$ cat config.mk
export PLATFORM = sky130hd
export DESIGN_NAME = touch_btn_counter
export DESIGN_NICKNAME = d
export VERILOG_FILES = /design/src/rtl/touch_btn_pkg.sv /design/src/rtl/touch_btn_sat_cnt.sv /design/src/rtl/touch_btn_counter.sv
export SDC_FILE = /design/constraint.sdc
export NUM_CORES = 1
export LEC_CHECK = 0
export ABC_CLOCK_PERIOD_IN_PS = 7400
export BUFFER_PORTS_ARGS = -buffer_cell sky130_fd_sc_hd__buf_2
export CAP_MARGIN = 20
export CELL_PAD_IN_SITES_DETAIL_PLACEMENT = 0
export CELL_PAD_IN_SITES_GLOBAL_PLACEMENT = 2
export CORE_MARGIN = 1
export CORE_UTILIZATION = 30
export DETAILED_ROUTE_END_ITERATION = 16
export PLACE_DENSITY = 0.68
export SLEW_MARGIN = 30
export SYNTH_ARGS = -nofsm -noshare
export SYNTH_HDL_FRONTEND = slang
export SYNTH_SLANG_ARGS = --single-unit
$ cat constraint.sdc
create_clock -name clk -period 7.4 [get_ports clk]
set_input_delay 0.74 -clock clk [delete_from_list [all_inputs] [get_ports clk]]
set_output_delay 0.74 -clock clk [all_outputs]
set_load 0.1 [all_outputs]
$ cat src/rtl/touch_btn_pkg.sv
// Shared types and constants for the touch-button step counter.
// The REPEAT state exists only when TOUCH_BTN_AUTOREPEAT_EN is defined.
package touch_btn_pkg;

    localparam int TIMER_W = 25;
    localparam int CNT_W   = 16;

    localparam int DEF_DEBOUNCE_CYC  = 500000;
    localparam int DEF_REPEAT_DELAY  = 25000000;
    localparam int DEF_REPEAT_PERIOD = 5000000;
    localparam int DEF_CNT_MAX       = 9999;

    typedef enum logic [2:0] {
        IDLE,
        DEBOUNCE,
        PRESSED,
`ifdef TOUCH_BTN_AUTOREPEAT_EN
        REPEAT,
`endif
        RELEASE
    } state_t;

    // Largest interval the shared timer ever has to measure.
    function automatic int max3(input int a, input int b, input int c);
        int m;
        m = (a > b) ? a : b;
        return (m > c) ? m : c;
    endfunction

endpackage

$ cat src/rtl/touch_btn_sat_cnt.sv
// Saturating up/down counter; clear wins over a coincident step.
module touch_btn_sat_cnt
    import touch_btn_pkg::*;
#(
    parameter int CNT_MAX = DEF_CNT_MAX
) (
    input  logic             clk,
    input  logic             reset,
    input  logic             clear,
    input  logic             step,
    input  logic             dir,
    output logic [CNT_W-1:0] count,
    output logic             at_limit
);

    localparam logic [CNT_W-1:0] MAX_V = CNT_W'(CNT_MAX);

    always_ff @(posedge clk) begin
        if (reset || clear) begin
            count <= '0;
        end else if (step) begin
            if (dir && (count != MAX_V)) begin
                count <= count + 1'b1;
            end else if (!dir && (count != '0)) begin
                count <= count - 1'b1;
            end
        end
    end

    assign at_limit = (count == '0) || (count == MAX_V);

endmodule

$ cat src/rtl/touch_btn_counter.sv
// Debounced touch-button step counter with optional auto-repeat
// (enabled by defining TOUCH_BTN_AUTOREPEAT_EN).
module touch_btn_counter
    import touch_btn_pkg::*;
#(
    parameter int DEBOUNCE_CYC  = DEF_DEBOUNCE_CYC,
    parameter int REPEAT_DELAY  = DEF_REPEAT_DELAY,
    parameter int REPEAT_PERIOD = DEF_REPEAT_PERIOD,
    parameter int CNT_MAX       = DEF_CNT_MAX
) (
    input  logic             clk,
    input  logic             reset,
    input  logic             hit_incr,
    input  logic             hit_decr,
    input  logic             clear,
    output logic [CNT_W-1:0] count,
    output logic             step_pulse,
    output logic             step_dir,
    output logic             at_limit
);

    localparam logic [TIMER_W-1:0] DEB_LAST  = TIMER_W'(DEBOUNCE_CYC - 1);
    localparam logic [TIMER_W-1:0] TIMER_TOP =
        TIMER_W'(max3(DEBOUNCE_CYC, REPEAT_DELAY, REPEAT_PERIOD));
`ifdef TOUCH_BTN_AUTOREPEAT_EN
    localparam logic [TIMER_W-1:0] DLY_LAST  = TIMER_W'(REPEAT_DELAY - 1);
    localparam logic [TIMER_W-1:0] PER_LAST  = TIMER_W'(REPEAT_PERIOD - 1);
`endif

    state_t               state, state_n;
    logic [TIMER_W-1:0]   timer, timer_n, timer_inc;
    logic                 dir_r, dir_n;
    logic                 step_req;
    logic                 valid_hit;
    logic                 same_hit;

    assign valid_hit = hit_incr ^ hit_decr;
    assign same_hit  = valid_hit && (hit_incr == dir_r);
    // Timer holds at its terminal value instead of wrapping.
    assign timer_inc = (timer >= TIMER_TOP) ? timer : timer + 1'b1;

    always_ff @(posedge clk) begin
        if (reset) begin
            state      <= IDLE;
            timer      <= '0;
            dir_r      <= 1'b1;
            step_pulse <= 1'b0;
            step_dir   <= 1'b1;
        end else begin
            state      <= state_n;
            timer      <= timer_n;
            dir_r      <= dir_n;
            step_pulse <= step_req;
            if (step_req) begin
                step_dir <= dir_r;
            end
        end
    end

    always_comb begin
        state_n  = state;
        timer_n  = timer;
        dir_n    = dir_r;
        step_req = 1'b0;
        case (state)
            IDLE: begin
                if (valid_hit) begin
                    dir_n   = hit_incr;
                    timer_n = TIMER_W'(1);
                    state_n = DEBOUNCE;
                end
            end
            DEBOUNCE: begin
                if (!same_hit) begin
                    state_n = IDLE;
                    timer_n = '0;
                end else if (timer >= DEB_LAST) begin
                    state_n  = PRESSED;
                    timer_n  = '0;
                    step_req = 1'b1;
                end else begin
                    timer_n = timer_inc;
                end
            end
            PRESSED: begin
                if (!same_hit) begin
                    state_n = RELEASE;
                    timer_n = TIMER_W'(1);
`ifdef TOUCH_BTN_AUTOREPEAT_EN
                end else if (timer >= DLY_LAST) begin
                    state_n  = REPEAT;
                    timer_n  = '0;
                    step_req = 1'b1;
`endif
                end else begin
                    timer_n = timer_inc;
                end
            end
`ifdef TOUCH_BTN_AUTOREPEAT_EN
            REPEAT: begin
                if (!same_hit) begin
                    state_n = RELEASE;
                    timer_n = TIMER_W'(1);
                end else if (timer >= PER_LAST) begin
                    timer_n  = '0;
                    step_req = 1'b1;
                end else begin
                    timer_n = timer_inc;
                end
            end
`endif
            RELEASE: begin
                // Any bounce back to a hit restarts the quiet-time window.
                if (valid_hit) begin
                    timer_n = TIMER_W'(1);
                end else if (timer >= DEB_LAST) begin
                    state_n = IDLE;
                    timer_n = '0;
                end else begin
                    timer_n = timer_inc;
                end
            end
            default: begin
                state_n = IDLE;
                timer_n = '0;
            end
        endcase
    end

    touch_btn_sat_cnt #(
        .CNT_MAX (CNT_MAX)
    ) u_sat_cnt (
        .clk      (clk),
        .reset    (reset),
        .clear    (clear),
        .step     (step_req),
        .dir      (dir_r),
        .count    (count),
        .at_limit (at_limit)
    );

endmodule
# == Word level (Yosys, flattened, before mapping) ==
# Index checks and enable logic that the tools add are counted.
# totals
inputBits,5
reg_bits,47
output_inout_bits,19
# op_classes
add_sub_neg,3
bitwise,1
n_reduce_logical,13
n_lt_le_gt_ge,2
n_eq_ne,11
muxes,19
# ops
op,n
25-bit 2-to-1 mux,6
25-bit case mux with 4 select lines,1
16-bit 2-to-1 mux,2
25-bit by 1-bit adder with 25-bit output (second input constant),1
25-bit by 19-bit >= comparator with 1-bit output (second input constant),1
25-bit >= comparator (second input constant),1
3-bit 2-to-1 mux,6
16-bit by 1-bit adder with 16-bit output (second input constant),1
16-bit by 14-bit equality test with 1-bit output (second input constant),1
16-bit logical NOT,1
16-bit by 14-bit != test with 1-bit output (second input constant),1
16-bit nonzero test,1
16-bit by 1-bit subtractor with 16-bit output (second input constant),1
3-bit case mux with 4 select lines,1
2-bit != test (second input constant),4
3-bit by 2-bit equality test with 1-bit output (second input constant),2
5-bit AND reduction,1
2-bit AND reduction,2
3-bit by 1-bit equality test with 1-bit output (second input constant),1
1-bit logical AND,3
3-bit logical NOT,1
1-bit 2-to-1 mux,3
3-bit != test (second input constant),1
1-bit logical OR,2
other kinds (4),4

# == Longest topological paths before layout ==
# logic_depth
depth_word,5
ltp_mapped,14

# == Hierarchy ==
# A second synthesis with hierarchy kept.
# hier_totals
hier_cells,367
hier_area_um2,3151.8
# modules_own_cells
mod,area_each_um2,cells_per_inst,instances
touch_btn_counter,1793.0,206,1
touch_btn_sat_cnt,1358.8,161,1

# == Worst setup path after synthesis ==
# Ideal clock, no wire load.
# synth_path
kind,reg-to-output
from,reg u_sat_cnt.count[5]
to,out at_limit
arrival_time_ps,3259
stages_incl_launch_ff,4
path_slack_ps,3401
required_ps,6660
n_path_buf,0
cell_sequence,dfxtp_1 -> nor4_1 -> nand2_1 -> o21ai_0
# synth_between
elab_chain_cells,2
word_cells_on_any_way,3
classes_between,1 x eq/ne; 2 x reduce/logical
# synth_lines
item,line_no,rtl
"start, declared",touch_btn_sat_cnt.sv:12,"output logic [CNT_W-1:0] count,"
"start signal, assigned",touch_btn_sat_cnt.sv:23,count <= count + 1'b1;
"start signal, assigned",touch_btn_sat_cnt.sv:25,count <= count - 1'b1;
16-bit by 14-bit equality test with 1-bit output or 16-bit logical NOT (tied branches),touch_btn_sat_cnt.sv:30,assign at_limit = (count == '0) || (count == MAX_V);
1-bit logical OR *,touch_btn_sat_cnt.sv:30,
"end, declared",touch_btn_counter.sv:19,output logic at_limit
# Mark *: on every way between the ends. The rest lies on a longest branch, timed or not.

# == Worst setup path in the final report ==
# layout_path
from,reg u_sat_cnt.count[11]
to,reg u_sat_cnt.count[15]
# layout_between
elab_chain_cells,4
word_cells_on_any_way,10
classes_between,2 x add/sub; 1 x eq/ne; 2 x mux; 5 x reduce/logical
# layout_lines
item
"parallel branches: the longest is 4 deep, another holds 16-bit by 1-bit subtractor with 16-bit output"
# Parallel ways; which one is timed is not known. The select of a mux whose other input is x is not followed.
# A chain may end at the register's enable or synchronous reset.

==> flow_metrics.py <==
metrics = {
    "floorplan": {
        "die_w_um": 101,
        "initial_utilization_pct": 31.4,
        "ios": 24,
        "rows": 35,
        "dieArea_mm2": 0.0103,
        "coreArea_mm2": 0.00942,
        "die_h_um": 101,
    },
    "finish": {
        "diodes": 0,
        "drive_gt1_share_pct": 15.4,
        "final_common_cell": "dfxtp_1",
        "final_cell_mix": "dfxtp_1 (46), nor2_1 (41), xor2_1 (23), buf_2 (23), a21oi_1 (20)",
        "fin_nets": 391,
        "area_growth_pct": 11.0,
        "fillers": 1020,
    },
    "power": {
        "combPwrFrac_pct": 10.3,
        "ir_drop_mv": 0.0774,
        "p_switching_uw": 133,
        "power.total_uw": 502,
        "power_frac_seq_pct": 50.5,
        "power.share.switching_pct": 26.6,
        "power.density_mw_per_mm2": 153,
        "clock_power_share_pct": 39.2,
        "p_leak_uw": 0.00127,
        "p_int_uw": 369,
    },
    "sta": {
        "hold_viol": 0,
        "period_share_pct": 56.6,
        "max_freq_mhz": 239,
        "setup-tns-final_ns": 0,
        "period_needed_ns": 4.19,
        "maxSlewHeadroom_pct": 42.1,
        "fin_skew_ns": 0.0128,
        "setup_viol": 0,
        "rsz0062_at_grt": "no",
        "worst_pin_slew_ns": 0.869,
        "drv_slew": 0,
    },
    "yosys": {
        "synth-adder-area-share_pct": 7.45,
        "ys_async_sr_fraction_pct": 0,
        "synth_xor_area_share_pct": 11.0,
        "synth_edf_count": 0,
        "yosysUniqueCellTypes": 55,
        "synth_top_flop_cell": "dfxtp_1",
        "yosysWarningCount": 0,
        "synth_top_family_by_area": "simple AND/OR/NAND/NOR gates",
        "yosysSeqAreaShare_pct": 31.1,
        "synthSimpleGateAreaFrac_pct": 26.1,
        "mappedNetlistNets": 374,
        "syn_inst": 352,
        "synth_area_mm2": 0.00296,
        "ys_seq_elements": 46,
        "syn_avg_cell_area_um2": 8.40,
        "synth_compound_area_share_pct": 15.9,
        "muxShareOfSynthArea_pct": 4.10,
    },
    "clock_network": {
        "cts-root-buf": "clkbuf_8",
        "clock-sinks": 46,
        "insertion_delay_ns": 0.31,
        "cts_setup_buffers": 0,
        "ctsHoldBuffers": 0,
        "clk_pin_slew_ns": 0.09,
        "cts.path.max_buffers": 2,
        "cts_buffers": 5,
        "cts_tree": "yes",
        "cts-resized-gates": 0,
        "ctsHtreeMaxLevel": 2,
    },
    "grt": {
        "busiest_layer": "met2",
        "antenna_found_initial": 0,
        "grt_use_total_pct": 14.7,
        "grt_util_met2_pct": 21.8,
        "grt_overflow_total": 0,
        "groute.layer.met1.usage_pct": 21.7,
        "grt_pass1_vias": 2383,
        "grt_max_degree": 25,
        "use_met3_pct": 2.21,
        "grt_pass1_wl_um": 12000,
    },
    "critical_path": {
        "criticalPathCategory": "reg -> reg",
        "worstPathMaxFanout": 16,
        "end_kind": "register",
        "required_ns": 7.60,
        "path_cells": "nor4_1, nand2_1, or3_1, nand2_1, ha_1, a211oi_1, o21ai_0, a311oi_1, o311ai_0, a21oi_1, xnor2_1, a211oi_1, a31o_2",
        "start_kind": "register",
        "slowest_delay_ns": 0.50,
        "cp_slowest_cell": "nand2_1",
        "crit_arrival_ns": 4.39,
        "r2r_slack_ns": 3.21,
    },
    "placed_design": {
        "numPortBuffers": 23,
        "dp.final_hpwl_um": 4960,
        "gp_congestion": 0.806,
    },
    "drt": {
        "wire_per_inst_um": 14.0,
        "remaining_drc_errors": 0,
        "wl_um": 7010,
        "detail-route-antenna-nets": 0,
        "vias": 2516,
        "first_pass_iters": 4,
        "drt-initial-drc-count": 87,
        "viasPerCell": 5.04,
    },
    "job": {
        "cap_violations": 0,
    },
    "status": {
        "status": "finished clean",
    },
    "min_path": {
        "hold_path.class": "reg -> reg",
    },
}
[stage by stage]
| step | instance area [um^2] | util [%] | cells | worst slack, ns | hold slack, ns |
|---|---|---|---|---|---|
| 2_1_floorplan | 2960 | - | 352 | 3.40 | 0.486 |
| 6_report | 3280 | 34.9 | 499 | 3.21 | 0.497 |
| 5_1_grt | 3280 | 34.9 | 499 | 2.80 | 0.536 |
| 3_3_place_gp | 3170 | 33.6 | 491 | 3.36 | 0.484 |
| 3_5_place_dp | 3170 | 33.6 | 491 | 3.27 | 0.472 |
| 4_1_cts | 3280 | 34.8 | 499 | 3.25 | 0.504 |
[worst max-delay path: cells and delay by family, from the launching register on]
family	cells	cell delay, ns
XOR/XNOR	1	0.16
adder cells (fa/ha/maj)	1	0.37
AO/OA/AOI/OAI	7	1.81
AND/OR/NAND/NOR	4	1.41
flip-flops	1	0.35
[power groups by stage]
| stage | combinational (uW) | sequential [uW] | clock (uW) |
|---|---|---|---|
| after global placement | 52.4 | 259 | 0 |
| after detailed placement | 51.8 | 259 | 0 |
| after global routing | 59.1 | 254 | 212 |
| after floorplan | 43.8 | 257 | 0 |
| final | 51.6 | 254 | 197 |
| after CTS | 52.0 | 254 | 204 |
[worst paths after layout]
path                                     from                               end  cells after the start
max reg2reg  u_sat_cnt.count[11]$_SDFFE_PP0P_  u_sat_cnt.count[15]$_SDFFE_PP0P_                     13
min                     step_dir$_SDFFE_PP1P_             step_dir$_SDFFE_PP1P_                      1
min reg2reg             step_dir$_SDFFE_PP1P_             step_dir$_SDFFE_PP1P_                      1
max          u_sat_cnt.count[11]$_SDFFE_PP0P_  u_sat_cnt.count[15]$_SDFFE_PP0P_                     13
[flip-flops by register name, indices dropped and copies added, names as in the netlist]
signal           cells
step_dir             1
timer               25
u_sat_cnt.count     16
state                2
step_pulse           1
dir_r                1
[final cells by class]
| type | instances | area [um^2] | area share (%) |
|---|---|---|---|
| multi-input combinational | 278 | 1910 | 58.3 |
| sequential | 46 | 921 | 28.0 |
| tap | 129 | 161 | 4.92 |
| timing repair buffer | 24 | 123 | 3.73 |
| clock buffer | 5 | 68.8 | 2.10 |
| inverter | 14 | 52.6 | 1.60 |
| clock inverter | 3 | 43.8 | 1.33 |
[cell families after synthesis]
group | Yosys count
buffers and inverters | 28
muxes | 12
DFF | 46
xor gates and xnor gates | 37
AOI/OAI and AO/OA | 70
and+or+nand+nor | 142
adders and majority gates | 17
[Yosys cell counts, drive strengths merged, types with 2 or more instances]
cell type  number  area [um^2]
nor2           53          234
dfxtp          46          921
xor2           23          201
a21oi          20          100
o21ai          17         88.8
ha             16          200
and3           15         93.8
inv            14         52.6
nand4          14         87.6
xnor2          14          123
nand3          13         65.1
mux2i          11          110
nand2          10         37.5
clkbuf          9         33.8
and2            6         37.5
buf             5         42.5
nor3            5         25.0
nor4            5         37.5
o31ai           4         30.0
or3             4         25.0
a211oi          3         27.5
a311oi          3         26.3
and4            3         26.3
nand3b          3         22.5
o21a            3         22.5
or2             3         18.8
a211o           2         17.5
a21o            2         15.0
a31o            2         17.5
a31oi           2         12.5
nand2b          2         12.5
nor2b           2         12.5
o211ai          2         15.0
o21bai          2         15.0
o311ai          2         17.5
or4             2         18.8
[metal layers]
metal / vias up / share of wire, %
li1: 1297 / -
met1: 1187 / 55
met2: 25 / 42
met3: 7 / 2.5
met4: 0 / 0.97
met5: - / 0
(Power assumes the default switching activity.)
